`config.mk`:
```
export PLATFORM = sky130hd
export DESIGN_NAME = decoder_3to8_hold
export DESIGN_NICKNAME = d
export VERILOG_FILES = /design/src/rtl/decoder_3to8_hold.sv
export SDC_FILE = /design/constraint.sdc
export NUM_CORES = 1
export LEC_CHECK = 0
export BUFFER_PORTS_ARGS = -buffer_cell sky130_fd_sc_hd__buf_2
export CAP_MARGIN = 15
export CORE_AREA = 2 2 45 47
export DETAILED_ROUTE_END_ITERATION = 6
export DIE_AREA = 0 0 47 49
export PLACE_DENSITY = 0.85
export SLEW_MARGIN = 20
export SYNTH_ARGS = -nofsm -noshare
export SYNTH_HDL_FRONTEND = slang
export SYNTH_SLANG_ARGS = --single-unit
export TNS_END_PERCENT = 20
```
`constraint.sdc`:
```
create_clock -name clk -period 2.8 [get_ports clk]
set_input_delay 0.14 -clock clk [delete_from_list [all_inputs] [get_ports clk]]
set_output_delay 0.14 -clock clk [all_outputs]
set_load 0.03 [all_outputs]
```
`src/rtl/decoder_3to8_hold.sv`:
```
// Registered 3-to-8 one-hot decoder; each accepted code holds z[a] for HOLD_CYCLES clocks.
// Latency: z is one-hot from the edge that accepts the code; done flags the final hold cycle.
// Backpressure: in_ready only in IDLE or on the final hold cycle, so back-to-back codes stay gapless.
module decoder_3to8_hold #(
    parameter int HOLD_CYCLES = 4,
    parameter int CNT_W       = 8
) (
    input  logic       clk,
    input  logic       rst,
    input  logic       enable,
    input  logic       in_valid,
    output logic       in_ready,
    input  logic [2:0] a,
    output logic [7:0] z,
    output logic       busy,
    output logic       done
);

    typedef enum logic {
        IDLE = 1'b0,
        HOLD = 1'b1
    } state_t;

    localparam logic [CNT_W-1:0] CNT_LOAD = CNT_W'(HOLD_CYCLES - 1);

    state_t           state, state_nxt;
    logic [CNT_W-1:0] cnt, cnt_nxt;
    logic [7:0]       z_nxt;
    logic             busy_nxt;
    logic             last_cycle;
    logic             accept;

    // rst gating keeps the handshake and done quiet during reset
    assign last_cycle = (state == HOLD) && (cnt == '0);
    assign in_ready   = !rst && enable && ((state == IDLE) || last_cycle);
    assign done       = !rst && enable && last_cycle;
    assign accept     = in_valid && in_ready;

    always_comb begin
        state_nxt = state;
        cnt_nxt   = cnt;
        z_nxt     = z;
        busy_nxt  = busy;
        if (!enable) begin
            state_nxt = IDLE;
            cnt_nxt   = '0;
            z_nxt     = 8'h00;
            busy_nxt  = 1'b0;
        end else begin
            case (state)
                IDLE: begin
                    z_nxt = 8'h00;
                    if (accept) begin
                        state_nxt = HOLD;
                        cnt_nxt   = CNT_LOAD;
                        z_nxt     = 8'b1 << a;
                        busy_nxt  = 1'b1;
                    end
                end
                HOLD: begin
                    if (cnt != '0) begin
                        cnt_nxt = cnt - 1'b1;
                    end else if (accept) begin
                        cnt_nxt = CNT_LOAD;
                        z_nxt   = 8'b1 << a;
                    end else begin
                        state_nxt = IDLE;
                        z_nxt     = 8'h00;
                        busy_nxt  = 1'b0;
                    end
                end
                default: begin
                    state_nxt = IDLE;
                    cnt_nxt   = '0;
                    z_nxt     = 8'h00;
                    busy_nxt  = 1'b0;
                end
            endcase
        end
    end

    always_ff @(posedge clk or posedge rst) begin
        if (rst) begin
            state <= IDLE;
            cnt   <= '0;
            z     <= 8'h00;
            busy  <= 1'b0;
        end else begin
            state <= state_nxt;
            cnt   <= cnt_nxt;
            z     <= z_nxt;
            busy  <= busy_nxt;
        end
    end

endmodule
```
==> impl_metrics.toml <==
[detailed_routing]
routed-wl-met3_um = 63
remaining_drc_errors = 0
drt_iter0_drc = 14
top_layer = "met4"
vias = 869
met2WireLength_um = 1060
avgRoutedWirePerCell_um = 14.1
dr.pass1.iters = 4
via_per_inst = 5.79
ant_nets = 0
routed_wl_um = 2120
wl_met1_um = 977

[timing]
hold_viol = 0
finClkSkew_ns = 0.00251
slew_headroom = 0.679
setup_viol = 0
min_period_ns = 1.92
worstMarginPinSlew_ns = 0.482
setup_tns_ns = 0
rsz0062_at_grt = "false"
slew_violations = 0
max_freq_ghz = 0.520
fin_crit_sh = 0.687

[yosys]
synth_top_area_frac = 0.464
syn_inst = 102
yosys-top-cells-area = "dfrtp_1, a21oi_1, nand2_1"
avgSynthCellArea_sq_um = 9.52
syn_area_sq_um = 971
synth_edf_count = 0
ys_async_sr_fraction = 1.00
synth_ff_type = "dfrtp_1"
synth_seq_cells = 18
synth_nets = 110
synthDistinctLibCells = 35
ys_warn_count = 0
synth_top_area_cell = "dfrtp_1"
synth-seq-area-share = 0.464

[critical_path]
crit_chain = "inv_1 -> ha_1 -> a31oi_4 -> nor2_1 -> buf_2"
cp_slowest_cell = "dfrtp_1"
cp_top_family = "flip-flops"
critPathMaxFanout = 18
cp_slowest_stage_delay_ns = 0.44
required_ns = 2.66
crit_arrival_ns = 1.78
worstSetupEndpointType = "primary output"
critPathLaunchType = "flop"
rrSetupSlack_ns = 0.98
crit_type = "reg2out"
cp_num_buf_inv = 2

[final_layout]
area_delta_synth_final_pct = 16.9
final_area_sq_um = 1130
nets = 132
insertedDiodeCount = 0
fin_util = 0.616
drive_above_1_share = 0.228

[flow_run]
cap_violations = 0

[cts]
clockRootBuffer = "clkbuf_4"
clk_path_buf_depth = 2
path_clk_slew_ns = 0.10
numCtsBuffers = 3
clk-insertion-delay-late_ns = 0.29
clock-sinks = 18
cts_tree = "yes"
htreeDepth = 1

[floorplanning]
core_sq_um = 1840
fp.dieW_um = 47
io_pins = 18
fp-row-count = 16
die_h_um = 49
dieArea_sq_um = 2300
initial_core_util = 0.527

[pwr]
swShare = 0.254
p_sw_w = 0.000125
p_int_w = 0.000365
clockPowerShare = 0.317
pwr_density_cell_nw_per_um2 = 432
p_leak_nw = 0.507
peakVddDrop_mv = 0.395
power.share.sequential = 0.552
fin_total_pwr_w = 0.000490
combPwrFrac = 0.131

[grt]
grt_pass1_vias = 807
grt_pass1_wl_um = 3610
grt-ovfl-total = 0
antenna_found_initial = 0
grt_max_degree = 19
gr-usage-all-layers = 0.210

[place]
numPortBuffers = 17
place_hpwl_um = 1560
gp_congestion = 0.851
dpl-instance-area_sq_um = 1090

[run_status]
status = "complete, no violations"

[hold_path]
hold_path.class = "in2reg"
## what timing repair did
action                                 4_1_cts  5_1_grt
endpoints found under the hold margin       18        0
setup buffers                                0        0
hold buffers                                 1        0
resized for setup                            0        0
## cells by family (layout without fill, tap and decap cells)
logic type      after synthesis  count (layout)  share of synthesized area
simple gates                 46              46                      0.272
compound gates               27              27                      0.200
flops                        18              18                      0.464
buf+inv                       8              29                     0.0322
fa+ha+maj                     1               1                     0.0129
xor+xnor                      1               1                    0.00902
mux                           1               1                     0.0103
## power groups by stage
stage,Clock (W),Sequential [W],Combinational [W]
6_report,0.000155,0.000271,0.0000642
2_1_floorplan,0,0.000277,0.0000411
5_1_grt,0.000176,0.000272,0.0000711
3_3_place_gp,0,0.000275,0.0000616
3_5_place_dp,0,0.000276,0.0000633
4_1_cts,0.000159,0.000271,0.0000644
## synthesized netlist by cell type, types with 2 or more instances
library cell,number
nor3_1,5
or4b_1,2
nand4_1,3
dfrtp_1,18
nand4b_1,2
nand3_1,2
or3_1,2
nand2_1,16
a21oi_1,13
nor4_1,2
a211oi_1,3
o21ai_0,3
inv_1,5
nor2_1,5
## area by class of cell
class / count / area, sq um
clock buffers: 4 / 36.3
multi-input cells: 76 / 489
flip-flops and latches: 18 / 450
fillers: 168 / 707
inverters: 6 / 22.5
well taps: 27 / 33.8
repair buffers: 19 / 103
## registers in the layout, indices dropped and copies added, names as in the netlist
register / cells
busy: 1
cnt: 8
state: 1
z: 8
## routing by layer
layer / global-route usage / up-vias
met4: 0.0556 / 0
met3: 0.0222 / 2
met5: 0 / -
met1: 0.297 / 427
li1: - / 421
met2: 0.336 / 19
## path summary, 6_finish.rpt
check                       start  depth (start not counted)        to
max                        cnt[0]                          5  in_ready
min                          a[2]                          3      z[4]
max reg2reg                cnt[0]                          5      z[5]
min reg2reg                  z[3]                          2      z[3]
max in group asynchronous     rst                          4    cnt[3]
min in group asynchronous     rst                          4    cnt[6]
## tightest hold or removal path, cell delays in order
cell and delay, ns:
buf_2 0.11, nand4_1 0.06, a21oi_1 0.06
## cell usage in the layout, fill, tap and decap left out, types with 3 or more instances in the layout
cell type and instances:
buf_2 17, nor2_1 5, dfrtp_1 18, a211oi_1 3, o21ai_0 3, inv_1 5
nand2_1 16, nand4_1 3, a21oi_1 13, clkbuf_4 3, nor3_1 5
## metrics by stage
stage / worst slack, ns / instances / hold WS [ns]
after floorplan: 1.13 / 102 / 0.0869
after global placement: 1.05 / 145 / 0.205
after detailed placement: 0.983 / 145 / 0.219
after CTS: 0.864 / 150 / 0.130
after global routing: 0.753 / 150 / 0.126
final: 0.877 / 150 / 0.129
No activity file was read; power rests on OpenSTA's default activity.
